## src/rtl/datapath_pkg.sv

```systemverilog
// Shared datapath types for the fetch stage: instruction-queue entry, BTB entry,
// default sizing and the 2-bit branch counter step.
package datapath_pkg;

   localparam int DEF_IQ_DEPTH    = 4;
   localparam int DEF_BTB_ENTRIES = 16;

   // Fetch field handed to dispatch, plus the PC of the instruction.
   typedef struct packed {
      logic [31:0] instr;
      logic [31:0] pc;
      logic [31:0] br_pc;
      logic        br_pred;
   } fetch_entry_t;

   // Tag is the full PC with the index bits cleared, so it is independent of BTB size.
   typedef struct packed {
      logic        valid;
      logic [31:0] tag;
      logic [31:0] target;
      logic [1:0]  cnt;
   } btb_entry_t;

   function automatic logic [1:0] cnt_step(input logic [1:0] c, input logic taken);
      if (taken) return (c == 2'b11) ? c : c + 2'b01;
      return (c == 2'b00) ? c : c - 2'b01;
   endfunction

endpackage

```

## src/rtl/fetch_btb.sv

```systemverilog
// Direct-mapped branch target buffer: combinational lookup on the fetch PC,
// registered update from the resolved-branch port.
module fetch_btb
   import datapath_pkg::*;
#(
   parameter int BTB_ENTRIES = DEF_BTB_ENTRIES
) (
   input  logic        CLK,
   input  logic        nRST,
   input  logic [31:0] lookup_pc,
   output logic        pred,
   output logic [31:0] target,
   input  logic        upd_en,
   input  logic [31:0] upd_pc,
   input  logic [31:0] upd_target,
   input  logic        upd_taken
);

   localparam int          IDX_W    = $clog2(BTB_ENTRIES);
   localparam logic [31:0] IDX_MASK = 32'(((1 << IDX_W) - 1) << 2);

   btb_entry_t             tbl [BTB_ENTRIES];
   btb_entry_t             lk_ent;
   btb_entry_t             up_ent;
   logic [IDX_W-1:0]       lk_idx;
   logic [IDX_W-1:0]       up_idx;
   logic                   lk_hit;
   logic                   up_hit;

   assign lk_idx = lookup_pc[2 +: IDX_W];
   assign up_idx = upd_pc[2 +: IDX_W];
   assign lk_ent = tbl[lk_idx];
   assign up_ent = tbl[up_idx];

   assign lk_hit = lk_ent.valid && (lk_ent.tag == (lookup_pc & ~IDX_MASK));
   assign up_hit = up_ent.valid && (up_ent.tag == (upd_pc & ~IDX_MASK));

   // Lookup reads the table before this edge's update lands.
   assign pred   = lk_hit & lk_ent.cnt[1];
   assign target = lk_ent.target;

   always_ff @(posedge CLK) begin
      if (!nRST) begin
         for (int i = 0; i < BTB_ENTRIES; i++) begin
            tbl[i] <= '{valid: 1'b0, tag: '0, target: '0, cnt: 2'b01};
         end
      end else if (upd_en) begin
         if (up_hit) begin
            tbl[up_idx].cnt <= cnt_step(up_ent.cnt, upd_taken);
            if (upd_taken) tbl[up_idx].target <= upd_target;
         end else if (upd_taken) begin
            tbl[up_idx] <= '{valid: 1'b1, tag: upd_pc & ~IDX_MASK,
                             target: upd_target, cnt: 2'b10};
         end
      end
   end

endmodule

```

## src/rtl/fetch_stage.sv

```systemverilog
// Instruction fetch: PC register, BTB-driven next-PC prediction and a small
// instruction queue whose head is presented to dispatch with zero latency.
module fetch_stage
   import datapath_pkg::*;
#(
   parameter logic [31:0] RESET_PC    = 32'h0000_0000,
   parameter int          IQ_DEPTH    = DEF_IQ_DEPTH,
   parameter int          BTB_ENTRIES = DEF_BTB_ENTRIES
) (
   input  logic        CLK,
   input  logic        nRST,
   output logic        imem_ren,
   output logic [31:0] imem_addr,
   input  logic        ihit,
   input  logic [31:0] imem_load,
   input  logic        freeze,
   input  logic        branch_miss,
   input  logic [31:0] correct_pc,
   input  logic        upd_en,
   input  logic [31:0] upd_pc,
   input  logic [31:0] upd_target,
   input  logic        upd_taken,
   output logic        valid,
   output logic [31:0] imemload,
   output logic [31:0] pc,
   output logic [31:0] br_pc,
   output logic        br_pred
);

   localparam int PTR_W = $clog2(IQ_DEPTH);
   localparam int CNT_W = PTR_W + 1;

   logic [31:0]    fetch_pc;
   logic [31:0]    next_pc;
   logic [31:0]    btb_target;
   logic           pred;
   logic [PTR_W-1:0] head;
   logic [PTR_W-1:0] tail;
   logic [CNT_W-1:0] count;
   logic           full;
   logic           push;
   logic           pop;
   fetch_entry_t   iq [IQ_DEPTH];
   fetch_entry_t   head_ent;

   fetch_btb #(.BTB_ENTRIES(BTB_ENTRIES)) u_btb (
      .CLK        (CLK),
      .nRST       (nRST),
      .lookup_pc  (fetch_pc),
      .pred       (pred),
      .target     (btb_target),
      .upd_en     (upd_en),
      .upd_pc     (upd_pc),
      .upd_target (upd_target),
      .upd_taken  (upd_taken)
   );

   // Request uses the registered count, so a full queue stalls even when popping.
   assign full      = (count == CNT_W'(IQ_DEPTH));
   assign imem_ren  = nRST & ~full & ~branch_miss;
   assign imem_addr = fetch_pc;
   assign next_pc   = pred ? btb_target : fetch_pc + 32'd4;

   assign valid = nRST & (count != '0);
   assign push  = imem_ren & ihit;
   assign pop   = valid & ~freeze;

   always_ff @(posedge CLK) begin
      if (!nRST) begin
         fetch_pc <= RESET_PC;
         head     <= '0;
         tail     <= '0;
         count    <= '0;
      end else if (branch_miss) begin
         fetch_pc <= correct_pc;
         head     <= '0;
         tail     <= '0;
         count    <= '0;
      end else begin
         if (push) begin
            fetch_pc <= next_pc;
            tail     <= tail + 1'b1;
         end
         if (pop) head <= head + 1'b1;
         case ({push, pop})
            2'b10:   count <= count + 1'b1;
            2'b01:   count <= count - 1'b1;
            default: count <= count;
         endcase
      end
   end

   // Storage needs no reset: the count gates everything read from it.
   always_ff @(posedge CLK) begin
      if (push) begin
         iq[tail] <= '{instr: imem_load, pc: fetch_pc, br_pc: next_pc, br_pred: pred};
      end
   end

   assign head_ent = iq[head];
   assign imemload = valid ? head_ent.instr   : '0;
   assign pc       = valid ? head_ent.pc      : '0;
   assign br_pc    = valid ? head_ent.br_pc   : '0;
   assign br_pred  = valid ? head_ent.br_pred : 1'b0;

endmodule

```

## config.mk

```make
export PLATFORM = sky130hd
export DESIGN_NAME = fetch_stage
export DESIGN_NICKNAME = d
export VERILOG_FILES = /design/src/rtl/datapath_pkg.sv /design/src/rtl/fetch_btb.sv /design/src/rtl/fetch_stage.sv
export SDC_FILE = /design/constraint.sdc
export NUM_CORES = 2
export LEC_CHECK = 0
export ABC_AREA = 1
export CAP_MARGIN = 30
export CORE_MARGIN = 4
export CORE_UTILIZATION = 50
export CTS_CLUSTER_DIAMETER = 80
export DETAILED_ROUTE_END_ITERATION = 8
export PLACE_DENSITY = 0.67
export REMOVE_ABC_BUFFERS = 1
export SYNTH_ARGS = -nofsm -noshare
export SYNTH_HDL_FRONTEND = slang
export SYNTH_SLANG_ARGS = --single-unit
```

## constraint.sdc

```tcl
create_clock -name CLK -period 18.8 [get_ports CLK]
set_input_delay 3.76 -clock CLK [delete_from_list [all_inputs] [get_ports CLK]]
set_output_delay 3.76 -clock CLK [all_outputs]
set_load 0.01 [all_outputs]
```

==> flow_summary.toml <==
[timing]
clock_skew_ns = 0.0373
slew_headroom_pct = 25.3
setup_viol = 0
period_share_pct = 52.2
worst_pin_slew_ns = 1.11
hold_viol = 0
fmax_mhz = 102
fin_crit_ns = 9.81
drv_slew = 0
rsz0062_at_grt = "false"

[clock_network]
numCtsBuffers = 155
cts_setup_buffers = 0
cts_tree = "yes"
clock_tree.root_cell = "clkbuf_16"
hold_buffers = 0
cts_htree_levels = 4
cts.sinks = 1441
clk_path_buf_depth = 3
clk_latency_ns = 0.81
clkTransAtPathRegs_ns = 0.06
cts_resized = 0

[power]
ir_drop_mv = 0.0841
p_leak_nw = 30.5
finalPower_w = 0.00744
powerDensity_nw_per_um2 = 95.2

[yosys]
synth_flop_cell = "edfxtp_1"
syn-cell-area_um2 = 69300
synth-seq-cells = 1441
synth_top_area_share_pct = 59.8
synth_top_area_cell = "edfxtp_1"
ys_warn_count = 0
synth_area_leaders = "edfxtp_1 (60%), nor2_1 (10%), nand2_1 (8.6%), o21ai_0 (5.0%), nand3_1 (2.9%)"
synth-edff-count = 1380
seq_area_frac_synth_pct = 61.6
async_reset_ff_share_pct = 0
syn_area_per_cell_um2 = 9.04
synth.distinct_cells = 40
synthCells = 7663

[critical_path]
worst_setup_path_start_kind = "input port"
path_max_fanout = 92
crit_required_ns = 15.04
ff2ff_path_depth = 17
crit_arrival_ns = 6.05
end_kind = "primary output"
critPathSlowestCell = "clkdlybuf4s50_1"
crit_path_cell_trace = "buf_4, inv_2, a31oi_1, inv_4, buf_16, a21oi_1, clkdlybuf4s50_1"
critPathMaxStageDelay_ns = 0.57
critPathKind = "input port to primary output"

[place]
port_buffers = 265
gp_congestion = 0.918
postPlaceCellArea_um2 = 73100
dp_hpwl_mm = 135

[drt]
vias = 56800
drtPass1Iterations = 8
drcViolationCount = 0
via_per_inst = 5.93
routed_wl_mm = 236
ant_nets = 0
drt_iter0_markers = 7913
wire_per_inst_um = 24.6

[cells_and_area]
fin_area_um2 = 78100
drive_gt1_share_pct = 5.65
layout.nets = 7804
final_common_cell = "nor2_1"
syn_to_final_growth_pct = 12.7
final_cell_mix = "nor2_1 (1900), nand2_1 (1547), edfxtp_1 (1380), o21ai_0 (695), inv_1 (481)"
fillers = 11800

[grt]
track_usage_pct = 31.6
antenna_found_initial = 11
grt-ovfl-total = 0
grt_max_degree = 134
grt_first_pass_wirelength_mm = 342
grt_pass1_vias = 53100

[floorplan]
rows = 136
die_area_um2 = 145000
pin_count = 266
fp.coreArea_um2 = 138000
start_util_pct = 50.3
die_y_um = 380
die_w_um = 380

[hold_path]
hp-class = "flop to flop"
hold_depth = 1

[run_status]
status = "complete, no violations"

[run]
maxCapViolCount = 0
## power by group
group / internal (W) / total [W] / leakage [nW] / switching, W
logic: 0.000204 / 0.000764 / 14.6 / 0.000560
clock network: 0.00164 / 0.00296 / 2.37 / 0.00132
registers: 0.00365 / 0.00371 / 13.5 / 0.0000634
total: 0.00549 / 0.00744 / 30.5 / 0.00194
## kinds of logic (layout without fill, tap and decap cells)
group                      Yosys count  count (layout)  synth area share [%]
other                                0               7                     0
xor gates and xnor gates            27              27                 0.341
and+or+nand+nor                   3993            3993                  22.7
adders and majority gates            7               7                 0.137
buffers and inverters             1072            1192                  6.21
DFF                               1441            1441                  61.6
AOI/OAI and AO/OA                 1123            1123                  9.02
## critical path: cells and delay by family
| kind | cells | cell delay, ns |
|---|---|---|
| buffers and inverters | 5 | 1.54 |
| AOI/OAI and AO/OA | 2 | 0.60 |
## registers in the layout, summed over array words and instances, names as in the netlist, named ones only
| signal | count |
|---|---|
| count | 3 |
| head | 2 |
| imem_addr | 32 |
| iq | 388 |
| tail | 2 |
| u_btb.tbl | 1008 |
## routing by layer
layer  share of wire [%]  global-route usage, %  vias up
met1                  37                   41.4    26800
met4                 6.4                   17.6        6
met3                  13                   7.90      805
met2                  44                   48.2     3733
li1                    -                      -    25500
met5               0.018                      0        -
## area by class of cell
cell class                      count  area (µm²)  share of cell area (%)
Tap cell                         1794        2240                    2.87
Sequential cell                  1441       42700                    54.6
Clock inverter                     92         840                    1.07
Multi-Input combinational cell   5150       22500                    28.8
Inverter                          518        1970                    2.52
Clock buffer                      186        4040                    5.16
Timing Repair Buffer              396        3800                    4.86
Antenna cell                        7        17.5                  0.0224
## stage by stage
step                instances  utilization, %  setup TNS, ns  setup WS (ns)  hold slack [ns]
floorplan                7109               -        -508.16          -3.15            0.422
global placement         9285            53.0              0           9.13            0.438
detailed placement       9294            53.1              0           8.98            0.442
CTS                      9572            56.7              0           8.93            0.454
global route             9583            56.7              0           8.89            0.489
finish                   9584            56.8              0           8.99            0.468
## path summary, 6_finish.rpt
path                               start        to  slack (ns)
worst min-delay path            count[0]  count[0]        0.47
worst max-delay path                nRST    pc[18]        8.99
worst min register to register  count[0]  count[0]        0.47
worst max register to register      flop  iq[0][2]       12.70
## cell usage after synthesis (11+ instances only)
cell type,n
a21oi_1,185
and2_1,35
buf_1,58
buf_2,136
buf_4,18
clkbuf_1,336
clkinv_1,25
dfxtp_1,61
edfxtp_1,1380
inv_1,485
nand2_1,1584
nand3_1,405
nand3b_1,11
nand4_1,17
nor2_1,1907
nor3_1,15
o211ai_1,79
o21ai_0,695
o21ai_1,17
o221ai_1,92
o22ai_1,39
xor2_1,27
No activity file was read; power rests on OpenSTA's default activity.
